## src/rtl/wrr_arbiter_pkg.sv

```systemverilog
// -----------------------------------------------------------------------------
// wrr_pkg
//   Shared types and defaults for the weighted round-robin arbiter.
//   - wrr_state_e  : arbiter FSM state (IDLE, GRANT), also exported for debug
//   - DEF_N_REQ    : default number of requesters
//   - DEF_WEIGHT_W : default width of a weight / credit counter
// -----------------------------------------------------------------------------
package wrr_pkg;

    typedef enum logic {
        IDLE  = 1'b0,
        GRANT = 1'b1
    } wrr_state_e;

    localparam int DEF_N_REQ    = 32;
    localparam int DEF_WEIGHT_W = 4;

endpackage : wrr_pkg

```

## src/rtl/wrr_arbiter_if.sv

```systemverilog
// -----------------------------------------------------------------------------
// wrr_arbiter_if
//   Request/grant bus between the request sources and the arbiter.
//   Signals:
//     req     : request vector, bit i = requester i
//     ack     : resource is done with the current grant
//     gnt_w   : one-hot grant, all-zero when idle
//     gnt_id  : binary index of the granted requester
//     gnt_vld : a grant is active
//   Modports:
//     master : request side (drives req/ack, observes the grant)
//     slave  : arbiter side (observes req/ack, drives the grant)
//
//   Handshake: a grant (gnt_vld=1, gnt_w/gnt_id) stays stable from the cycle it
//   appears until the cycle in which ack=1 is sampled or req[gnt_id] drops.
//   ack=1 while gnt_vld=1 completes exactly one transaction at that posedge;
//   ack while gnt_vld=0 has no effect. Dropping req[gnt_id] without ack
//   withdraws the request and no transaction is completed.
// -----------------------------------------------------------------------------
interface wrr_arbiter_if
    import wrr_pkg::*;
#(
    parameter int N_REQ = DEF_N_REQ,
    parameter int ID_W  = $clog2(N_REQ)
) ();

    logic [N_REQ-1:0] req;
    logic             ack;
    logic [N_REQ-1:0] gnt_w;
    logic [ID_W-1:0]  gnt_id;
    logic             gnt_vld;

    modport master (
        output req,
        output ack,
        input  gnt_w,
        input  gnt_id,
        input  gnt_vld
    );

    modport slave (
        input  req,
        input  ack,
        output gnt_w,
        output gnt_id,
        output gnt_vld
    );

endinterface : wrr_arbiter_if

```

## src/rtl/wrr_arbiter_rr_pick.sv

```systemverilog
// -----------------------------------------------------------------------------
// rr_pick
//   Combinational rotating-priority encoder: finds the first set bit of vec
//   at or after index start, wrapping from N_REQ-1 back to 0.
//   Ports:
//     vec    in  N_REQ  candidate vector
//     start  in  ID_W   highest-priority index (must be < N_REQ)
//     onehot out N_REQ  one-hot winner, zero when nothing set
//     id     out ID_W   binary winner index, zero when nothing set
//     any    out 1      at least one bit of vec is set
// -----------------------------------------------------------------------------
module rr_pick #(
    parameter int N_REQ = 32,
    parameter int ID_W  = $clog2(N_REQ)
) (
    input  logic [N_REQ-1:0] vec,
    input  logic [ID_W-1:0]  start,
    output logic [N_REQ-1:0] onehot,
    output logic [ID_W-1:0]  id,
    output logic             any
);

    int idx;

    always_comb begin
        any    = 1'b0;
        id     = '0;
        onehot = '0;
        idx    = 0;
        for (int k = 0; k < N_REQ; k++) begin
            idx = int'(start) + k;
            if (idx >= N_REQ) begin
                idx = idx - N_REQ;
            end
            if (!any && vec[idx]) begin
                any = 1'b1;
                id  = ID_W'(idx);
            end
        end
        if (any) begin
            onehot[id] = 1'b1;
        end
    end

endmodule : rr_pick

```

## src/rtl/wrr_arbiter.sv

```systemverilog
// -----------------------------------------------------------------------------
// wrr_arbiter
//   Weighted round-robin arbiter with grant/ack handshake. In WRR mode a
//   requester may hold up to weight[i] back-to-back grants; weight 0 masks it.
//   In plain RR mode every requester gets one grant per turn.
//   Ports:
//     clk        in  1               clock, posedge
//     rst        in  1               synchronous reset, active-low
//     mode       in  1               0 = plain RR, 1 = WRR
//     cfg_load   in  1               latch weight_cfg into the weight registers
//     weight_cfg in  N_REQ*WEIGHT_W  weight i at [i*WEIGHT_W +: WEIGHT_W]
//     bus        slave modport       req/ack in, gnt_w/gnt_id/gnt_vld out
//     state_dbg  out wrr_state_e     current FSM state
// -----------------------------------------------------------------------------
module wrr_arbiter
    import wrr_pkg::*;
#(
    parameter int N_REQ    = DEF_N_REQ,
    parameter int WEIGHT_W = DEF_WEIGHT_W,
    parameter int ID_W     = $clog2(N_REQ)
) (
    input  logic                      clk,
    input  logic                      rst,
    input  logic                      mode,
    input  logic                      cfg_load,
    input  logic [N_REQ*WEIGHT_W-1:0] weight_cfg,
    wrr_arbiter_if.slave              bus,
    output wrr_state_e                state_dbg
);

    wrr_state_e          state_q;
    logic [ID_W-1:0]     ptr_q;
    logic [WEIGHT_W-1:0] credit_q;
    logic [WEIGHT_W-1:0] weight_q [N_REQ];
    logic [N_REQ-1:0]    gnt_w_q;
    logic [ID_W-1:0]     gnt_id_q;
    logic                gnt_vld_q;

    logic [N_REQ-1:0]    elig;
    logic [ID_W-1:0]     pick_start;
    logic [N_REQ-1:0]    pick_onehot;
    logic [ID_W-1:0]     pick_id;
    logic                pick_any;
    logic [WEIGHT_W-1:0] pick_w;
    logic [WEIGHT_W-1:0] load_credit;
    logic                regrant;

    function automatic logic [ID_W-1:0] next_id(input logic [ID_W-1:0] cur);
        return (int'(cur) == N_REQ - 1) ? '0 : ID_W'(int'(cur) + 1);
    endfunction

    // Eligibility uses the weights currently held in the registers.
    always_comb begin
        elig = '0;
        for (int i = 0; i < N_REQ; i++) begin
            elig[i] = bus.req[i] && (!mode || (weight_q[i] != '0));
        end
    end

    // After a completed grant the search starts just past the served id, so
    // the served requester is considered last. From IDLE it starts at ptr.
    always_comb begin
        pick_start = (state_q == GRANT) ? next_id(gnt_id_q) : ptr_q;
    end

    rr_pick #(
        .N_REQ (N_REQ),
        .ID_W  (ID_W)
    ) u_pick (
        .vec    (elig),
        .start  (pick_start),
        .onehot (pick_onehot),
        .id     (pick_id),
        .any    (pick_any)
    );

    // A credit load in the same cycle as cfg_load sees the new weight.
    always_comb begin
        pick_w      = cfg_load ? weight_cfg[int'(pick_id)*WEIGHT_W +: WEIGHT_W]
                               : weight_q[pick_id];
        load_credit = mode ? pick_w : WEIGHT_W'(1);
        regrant     = mode && (credit_q > WEIGHT_W'(1)) && bus.req[gnt_id_q];
    end

    always_ff @(posedge clk) begin
        if (!rst) begin
            state_q   <= IDLE;
            ptr_q     <= '0;
            credit_q  <= '0;
            gnt_w_q   <= '0;
            gnt_id_q  <= '0;
            gnt_vld_q <= 1'b0;
            for (int i = 0; i < N_REQ; i++) begin
                weight_q[i] <= WEIGHT_W'(1);
            end
        end else begin
            if (cfg_load) begin
                for (int i = 0; i < N_REQ; i++) begin
                    weight_q[i] <= weight_cfg[i*WEIGHT_W +: WEIGHT_W];
                end
            end

            case (state_q)
                IDLE: begin
                    if (pick_any) begin
                        state_q   <= GRANT;
                        gnt_w_q   <= pick_onehot;
                        gnt_id_q  <= pick_id;
                        gnt_vld_q <= 1'b1;
                        credit_q  <= load_credit;
                    end
                end

                GRANT: begin
                    if (bus.ack) begin
                        if (regrant) begin
                            credit_q <= credit_q - WEIGHT_W'(1);
                        end else begin
                            ptr_q <= next_id(gnt_id_q);
                            if (pick_any) begin
                                gnt_w_q  <= pick_onehot;
                                gnt_id_q <= pick_id;
                                credit_q <= load_credit;
                            end else begin
                                state_q   <= IDLE;
                                gnt_w_q   <= '0;
                                gnt_id_q  <= '0;
                                gnt_vld_q <= 1'b0;
                            end
                        end
                    end else if (!bus.req[gnt_id_q]) begin
                        // Withdrawal: nothing served, but the turn moves on.
                        ptr_q     <= next_id(gnt_id_q);
                        state_q   <= IDLE;
                        gnt_w_q   <= '0;
                        gnt_id_q  <= '0;
                        gnt_vld_q <= 1'b0;
                    end
                end

                default: begin
                    state_q <= IDLE;
                end
            endcase
        end
    end

    assign bus.gnt_w   = gnt_w_q;
    assign bus.gnt_id  = gnt_id_q;
    assign bus.gnt_vld = gnt_vld_q;
    assign state_dbg   = state_q;

endmodule : wrr_arbiter

```

## src/flat_wrapper.sv

```systemverilog
// flat-port wrapper written by rule: the top's interface ports become plain ports
module wrr_arbiter_flat import wrr_pkg::*;
#(
    parameter int N_REQ    = DEF_N_REQ,
    parameter int WEIGHT_W = DEF_WEIGHT_W,
    parameter int ID_W     = $clog2(N_REQ)
)
  (clk, rst, mode, cfg_load, weight_cfg, state_dbg, bus_req, bus_ack, bus_gnt_w, bus_gnt_id, bus_gnt_vld);
  wrr_arbiter_if #(.N_REQ(N_REQ), .ID_W(ID_W)) bus_i ();
  input  logic clk;
  input  logic rst;
  input  logic mode;
  input  logic cfg_load;
  input  logic [N_REQ*WEIGHT_W-1:0] weight_cfg;
  output wrr_state_e state_dbg;
  input wire logic [$bits(bus_i.req)-1:0] bus_req;
  input wire logic [$bits(bus_i.ack)-1:0] bus_ack;
  output wire logic [$bits(bus_i.gnt_w)-1:0] bus_gnt_w;
  output wire logic [$bits(bus_i.gnt_id)-1:0] bus_gnt_id;
  output wire logic [$bits(bus_i.gnt_vld)-1:0] bus_gnt_vld;
  assign bus_i.req = bus_req;
  assign bus_i.ack = bus_ack;
  assign bus_gnt_w = bus_i.gnt_w;
  assign bus_gnt_id = bus_i.gnt_id;
  assign bus_gnt_vld = bus_i.gnt_vld;
  wrr_arbiter #(.N_REQ(N_REQ), .WEIGHT_W(WEIGHT_W), .ID_W(ID_W)) u_core (.clk(clk), .rst(rst), .mode(mode), .cfg_load(cfg_load), .weight_cfg(weight_cfg), .bus(bus_i), .state_dbg(state_dbg));
endmodule
```

## config.mk

```make
export PLATFORM = sky130hd
export DESIGN_NAME = wrr_arbiter_flat
export DESIGN_NICKNAME = d
export VERILOG_FILES = /design/src/rtl/wrr_arbiter_pkg.sv /design/src/rtl/wrr_arbiter_if.sv /design/src/rtl/wrr_arbiter_rr_pick.sv /design/src/rtl/wrr_arbiter.sv /design/src/flat_wrapper.sv
export SDC_FILE = /design/constraint.sdc
export NUM_CORES = 1
export LEC_CHECK = 0
export CAP_MARGIN = 5
export CELL_PAD_IN_SITES_DETAIL_PLACEMENT = 1
export CELL_PAD_IN_SITES_GLOBAL_PLACEMENT = 2
export CORE_ASPECT_RATIO = 2
export CORE_MARGIN = 2
export CORE_UTILIZATION = 33
export CTS_CLUSTER_SIZE = 16
export DETAILED_ROUTE_END_ITERATION = 16
export HOLD_SLACK_MARGIN = 0.02
export MAX_ROUTING_LAYER = met4
export PLACE_DENSITY_LB_ADDON = 0.1
export SLEW_MARGIN = 20
export SYNTH_ARGS = -nofsm -noshare
export SYNTH_HDL_FRONTEND = slang
export SYNTH_SLANG_ARGS = --single-unit
```

## constraint.sdc

```tcl
create_clock -name clk -period 7.15 [get_ports clk]
set_input_delay 1.43 -clock clk [delete_from_list [all_inputs] [get_ports clk]]
set_output_delay 1.43 -clock clk [all_outputs]
set_load 0.01 [all_outputs]
```

# --- Yosys cells after proc, flatten, opt, wreduce, memory -nomap -nowiden ---
# Memory sizes are Yosys's and may differ from the RTL's.
# Index checks and enable logic that the tools add are counted.
word_totals:
  reg_bits: 48
  mem_bits_rw: 128
  inputBits: 165
  out_inout_bits: 39
  elab_cells: 613
  mem_count: 1
op_classes:
  add_sub_neg: 65
  order_cmp: 68
  n_eq_ne: 8
  shift: 1
  mux: 266
  bitwise: 33
  n_reduce_logical: 165
mem_list:
  columns: ["memory", "depth", "word_bits", "rd", "rd_clocked_by_memory_dff", "write_ports", "line_no", "rtl"]
  rows:
  - ["u_core.weight_q", 32, 4, 33, 0, 32, "wrr_arbiter.sv:34", "logic [WEIGHT_W-1:0] weight_q [N_REQ];"]
ops:
  columns: ["op", "count"]
  rows:
  - ["$mux W32", 37]
  - ["$lt A32 B7 Y1 const B", 32]
  - ["$sub A6 B6 Y7 const B", 31]
  - ["$mux W5", 42]
  - ["$ge A6 B6 Y1 const B", 31]
  - ["$bmux W1 S5", 33]
  - ["$mux W4", 37]
  - ["$reduce_bool A4 Y1", 32]
  - ["$shiftx A128 B8 Y4", 1]
  - ["$mux W1", 111]
  - ["$add A5 B5 Y6 const B", 16]
  - ["$logic_and A1 B1 Y1", 66]
  - ["$pmux W32 S2", 1]
  - ["$add A5 B4 Y6 const B", 8]
  - ["$logic_not A1 Y1", 32]
  - ["$logic_or A1 B1 Y1", 32]
  - ["$or A1 B1 Y1", 32]
  - ["$add A5 B3 Y6 const B", 4]
  - ["$add A5 B2 Y6 const B", 2]
  - ["$lt A5 B6 Y1 const B", 2]
  - ["$pmux W5 S2", 1]
  - ["$ne A3 B3 Y1 const B", 3]
  - ["$pmux W4 S2", 1]
  - ["$sub A5 B6 Y7 const B", 1]
  - ["other kinds (14)", 18]

# --- Depth between registers and ports, before layout ---
logic_depth:
  ltp_word: 110
  ltp_mapped: 34
  depth_no_buf: 26

# --- Hierarchy ---
# From an unflattened synthesis, not the netlist that was laid out.
unflattened:
  cells_unflattened: 1628
  area_unflattened_um2: 17098.9
modules_own_cells:
  columns: ["module", "n_inst", "cells_per_inst", "area_per_inst_um2"]
  rows:
  - ["wrr_arbiter", 1, 787, 9999.6]
  - ["rr_pick", 1, 841, 7099.3]

# --- Worst setup path after synthesis ---
# Ideal clock, no wire load.
synth_timing:
  kind: "register to register"
  from: "register u_core.gnt_id_q[0] (netlist: u_core.bus.gnt_id[0])"
  to: "register u_core.credit_q[3]"
  setup_time_ns: 0.070
  arrival_time_ns: 7.707
  setup_slack_ns: -0.626
  path_stages_with_launch: 30
  period_less_slack_ns: 7.776
  path_cell_list: "dfxtp_1 ha_1 and3_1 ha_1 and3b_1 nor2_1 clkbuf_1 clkbuf_1 ha_1 clkbuf_1 inv_1 buf_1 clkbuf_1 mux4_2 o21ai_1 a211o_1 o211ai_1 a2111oi_4 nand4_2 or4_4 a21oi_1 a31oi_1 a211o_1 a21oi_4 buf_4 mux2_2 a222oi_1 and4_1 o32ai_1 a21oi_1"
synth_between:
  elab_chain_cells: 109
  word_cells_on_any_way: 364
  cone_classes: "add/sub: 64; order compare: 32; eq/ne: 1; shift: 1; mux: 202; reduce/logical: 63; memory: 1"
synth_lines:
  columns: ["item", "line_no", "rtl"]
  rows:
  - ["from (decl)", "wrr_arbiter.sv:36", "logic [ID_W-1:0] gnt_id_q;"]
  - ["from (signal assigned)", "wrr_arbiter.sv:108", "gnt_id_q <= pick_id;"]
  - ["from (signal assigned)", "wrr_arbiter.sv:122", "gnt_id_q <= pick_id;"]
  - ["parallel branches: the longest is 108 deep, another holds $sub A6 B6 Y7", null, null]
  - ["$pmux W4 S2 *", "wrr_arbiter.sv:103", "case (state_q)"]
  - ["to (signal assigned)", "wrr_arbiter.sv:110", "credit_q <= load_credit;"]
  - ["to (signal assigned)", "wrr_arbiter.sv:117", "credit_q <= credit_q - WEIGHT_W'(1);"]
  - ["to (signal assigned)", "wrr_arbiter.sv:123", "credit_q <= load_credit;"]
  - ["to (decl)", "wrr_arbiter.sv:33", "logic [WEIGHT_W-1:0] credit_q;"]
# Every way passes the cells marked *. The select of a mux whose other input is x is not followed.
# A chain may end at the register's enable or synchronous reset.

# --- Worst setup path after layout ---
layout_timing:
  from: "input mode"
  to: "register u_core.credit_q[0]"
layout_between:
  elab_chain_cells: 107
  word_cells_on_any_way: 297
  cone_classes: "shift: 1; mux: 166; reduce/logical: 129; memory: 1"
layout_lines:
  columns: ["item", "line_no", "rtl"]
  rows:
  - ["from (decl)", "flat_wrapper.sv:12", "input logic mode;"]
  - ["$logic_not A1 Y1", "wrr_arbiter.sv:56", "elig[i] = bus.req[i] && (!mode || (weight_q[i] != '0));"]
  - ["$logic_or A1 B1 Y1", "wrr_arbiter.sv:56", null]
  - ["$logic_and A1 B1 Y1", "wrr_arbiter.sv:56", null]
  - ["$bmux W1 S5", "wrr_arbiter_rr_pick.sv:35", "if (!any && vec[idx]) begin"]
  - ["$mux W1 (implied by the code) (2 in a row)", "wrr_arbiter_rr_pick.sv:35", null]
  - ["$mux W1", "wrr_arbiter_rr_pick.sv:35", null]
  - ["$logic_not A1 Y1", "wrr_arbiter_rr_pick.sv:35", null]
  - ["$logic_and A1 B1 Y1", "wrr_arbiter_rr_pick.sv:35", null]
  - ["[90 not listed]", null, null]
  - ["$mux W5", "wrr_arbiter_rr_pick.sv:35", null]
  - ["$shiftx A128 B8 Y4 or $mem_v2 Z32 W4 (tied branches)", null, null]
  - ["$mux W4", "wrr_arbiter.sv:79", "pick_w = cfg_load ? weight_cfg[int'(pick_id)*WEIGHT_W +: WEIGHT_W]"]
  - ["$mux W4", "wrr_arbiter.sv:81", "load_credit = mode ? pick_w : WEIGHT_W'(1);"]
  - ["$mux W4", "wrr_arbiter.sv:105, wrr_arbiter.sv:120", null]
  - ["$mux W4", "wrr_arbiter.sv:116", "if (regrant) begin"]
  - ["$mux W4", "wrr_arbiter.sv:115", "if (bus.ack) begin"]
  - ["$pmux W4 S2 *", "wrr_arbiter.sv:103", null]
# Every way passes the cells marked *; elsewhere a longest branch is shown, timed or not. The select of a mux whose other input is x is not followed.

==> flow_metrics.tcl <==
set metrics [dict create \
    outcome "finished, final reports clean" \
    r2r_start "u_core.bus.gnt_id[0]$_SDFFE_PN0P_" \
    crit_cells 30 \
    synthArstFlopShare_pct 0 \
    drive_gt1_share_pct 36.91 \
    synth_top_area_share_pct 21.93 \
    synth_most_common_cell "mux2i_1" \
    cts_tree "yes" \
    fin_crit_ns 7.095 \
    grt_max_degree 101 \
    gp_congestion 1.141 \
    antenna_found_initial 19 \
    start_util_pct 33.35 \
    slowest_stage "mux4_2" \
    synth_seq_area_share_pct 27.41 \
    cts_root_buf "clkbuf_16" \
    cp_data_required_time_ns 7.56 \
    yosys.area.top_type "edfxtp_1" \
    reg2reg_depth 35 \
    synth_fp_nets 2081 \
    first_global_vias 22980 \
    clock-sinks 176 \
    core_area_um2 52560 \
    cts_hold_buf 0 \
    place_area_um2 24670 \
    yosysWarnings 0 \
    synth_area_leaders "edfxtp_1, mux2i_1, mux4_2" \
    slew_viol_final 0 \
    ys.flop_type "edfxtp_1" \
    hold_class "flip-flop to flip-flop" \
    start_kind "primary input" \
    grt_usage_pct 44.97 \
    fin_skew_ns 0.02030 \
    criticalPathCategory "primary input to flip-flop" \
    drc 0 \
    drtIter0Drc 1235 \
    antenna_left 0 \
    die_h_um 329.9 \
    cts-buffers-inserted 25 \
    tns_ns 0 \
    wl_mm 121.2 \
    synth_edf_count 128 \
    path_clk_slew_ns 0.07 \
    crit_path_frequent_cell "buf_4" \
    setup_viol 0 \
    ys_ff_latch 176 \
    fp-row-count 119 \
    nNetsFinal 2834 \
    arrival_ns 7.51 \
    dpl.hpwl_mm 95.03 \
    avgViaCountPerCell 6.296 \
    path_max_fanout 33 \
    h-tree-depth 4 \
    final_cell_area_um2 26660 \
    relSlewSlack_pct 26.51 \
    synth_common_cells "mux2i_1, nand2_1, edfxtp_1" \
    cts_max_path_buffers 3 \
    clk_latency_ns 0.50 \
    synthDistinctLibCells 110 \
    numPortBuffers 203 \
    grt_overflow 0 \
    fmax_mhz 140.9 \
    dp_cells 3244 \
    ios 204 \
    cap_violations 0 \
    crit_start "mode" \
    crit_buf_inv 13 \
    dp_worst_setup_slack_ns -1.123 \
    post_drt_wl_per_cell_um 36.26 \
    finalCritPeriodShare_pct 99.23 \
    syn-cell-area_um2 17530 \
    fp.dieW_um 167.0 \
    cpLargestDelayFamily "compound AO/OA/AOI/OAI gates" \
    drt_pre_antenna_iters 7 \
    layoutNonFillerInstCount 3343 \
    hold_viol_final 0 \
    critPathMaxStageDelay_ns 0.48 \
    syn_avg_cell_area_um2 9.226 \
    dieArea_um2 55090 \
    reg2reg_slack_ns 0.06 \
    fin_ws_ns 0.05484 \
    crit_path_end_kind "flip-flop" \
    grt_pass1_wl_mm 167.8 \
    num_vias 21050 \
    cp-endpoint "u_core.credit_q[0]$_SDFFE_PN0P_" \
    rsz0062_at_grt "yes" \
    syn_inst 1900 \
    rr_endpoint "u_core.credit_q[0]$_SDFFE_PN0P_" \
    max_slew.worst_pin.slew_ns 1.097 \
    fillers 6037 \
    syn2layout_area_growth_pct 52.10 \
]
[per-layer routing]
layer,GRT usage (%),share of wire [%],vias up
li1,-,-,8948
met1,32.62,27,10270
met2,76.51,50,1037
met3,16.93,7.4,794
met4,53.56,16,0
met5,-,0,-
[worst min-delay path, cell delays in order, from the launching register on]
cell      delay, ns
dfxtp_1        0.32
nand2_1        0.05
a21boi_0       0.06
[kinds of logic after synthesis]
group,share of synthesized area [%]
simple gates,19.29
compound gates,22.53
mux,22.88
flops,27.41
xor+xnor,1.792
buf+inv,4.961
fa+ha+maj,1.142
[layout make-up]
| type | instances | area [um^2] | area share [%] |
|---|---|---|---|
| clock inverters | 4 | 43.79 | 0.1642 |
| multi-input cells | 1561 | 12610 | 47.29 |
| well taps | 665 | 832.0 | 3.121 |
| repair buffers | 863 | 7545 | 28.30 |
| diodes | 20 | 50.05 | 0.1877 |
| clock buffers | 28 | 668.1 | 2.506 |
| inverters | 26 | 106.4 | 0.3989 |
| flip-flops and latches | 176 | 4807 | 18.03 |
[per-stage QoR]
step,hold WS [ns],util [%]
finish,0.4893,50.73
CTS,0.4902,49.10
global route,0.5300,50.73
detailed placement,0.4807,46.94
floorplan,0.4470,-
global placement,0.4709,46.93
[cells in the final DEF (no fill, tap or decap), types with 29 or more instances in the layout]
master / Yosys / final
nor2_1: 118 / 107
buf_12: 1 / 34
clkdlybuf4s50_1: 0 / 201
buf_4: 14 / 605
nor2b_1: 47 / 46
a211oi_1: 39 / 29
and2_1: 51 / 49
nand2_1: 132 / 130
clkbuf_16: 0 / 29
o22ai_1: 46 / 40
o21ai_0: 78 / 64
a22oi_1: 55 / 51
dfxtp_1: 48 / 46
mux2_2: 55 / 55
and3_1: 71 / 70
edfxtp_1: 128 / 128
mux4_2: 53 / 53
a21oi_1: 70 / 66
nor3_1: 39 / 31
mux2i_1: 216 / 205
[worst min path at each step]
stage,startpoint,endpoint,slack (ns),cells past startpoint
2_1_floorplan,u_core.ptr_q[0]$_SDFFE_PN0P_,u_core.ptr_q[0]$_SDFFE_PN0P_,0.45,2
4_1_cts,u_core.ptr_q[3]$_SDFFE_PN0P_,u_core.ptr_q[3]$_SDFFE_PN0P_,0.49,2
3_5_place_dp,u_core.ptr_q[3]$_SDFFE_PN0P_,u_core.ptr_q[3]$_SDFFE_PN0P_,0.48,2
6_report,u_core.ptr_q[3]$_SDFFE_PN0P_,u_core.ptr_q[3]$_SDFFE_PN0P_,0.49,2
3_3_place_gp,u_core.ptr_q[3]$_SDFFE_PN0P_,u_core.ptr_q[3]$_SDFFE_PN0P_,0.47,2
5_1_grt,u_core.ptr_q[0]$_SDFFE_PN0P_,u_core.ptr_q[0]$_SDFFE_PN0P_,0.53,2
[sequential cells by signal, summed over array words and instances, names as in the netlist]
name and flops:
u_core.weight_q 128, u_core.bus.gnt_w 32, u_core.bus.gnt_id 5, u_core.ptr_q 5, u_core.credit_q 4, u_core.bus.gnt_vld 1
u_core.state_dbg 1
[timing repair]
| action | CTS | global route |
|---|---|---|
| cloned | 2 | 3 |
| pin swaps | 15 | 28 |
| buffers inserted | 10 | 34 |
| resized for setup | 66 | 113 |
| setup endpoints to repair | 28 | 36 |
Power is left out: the tool's default activity adds up to more than one toggle a clock period on the data nets, which glitch-free logic cannot reach.
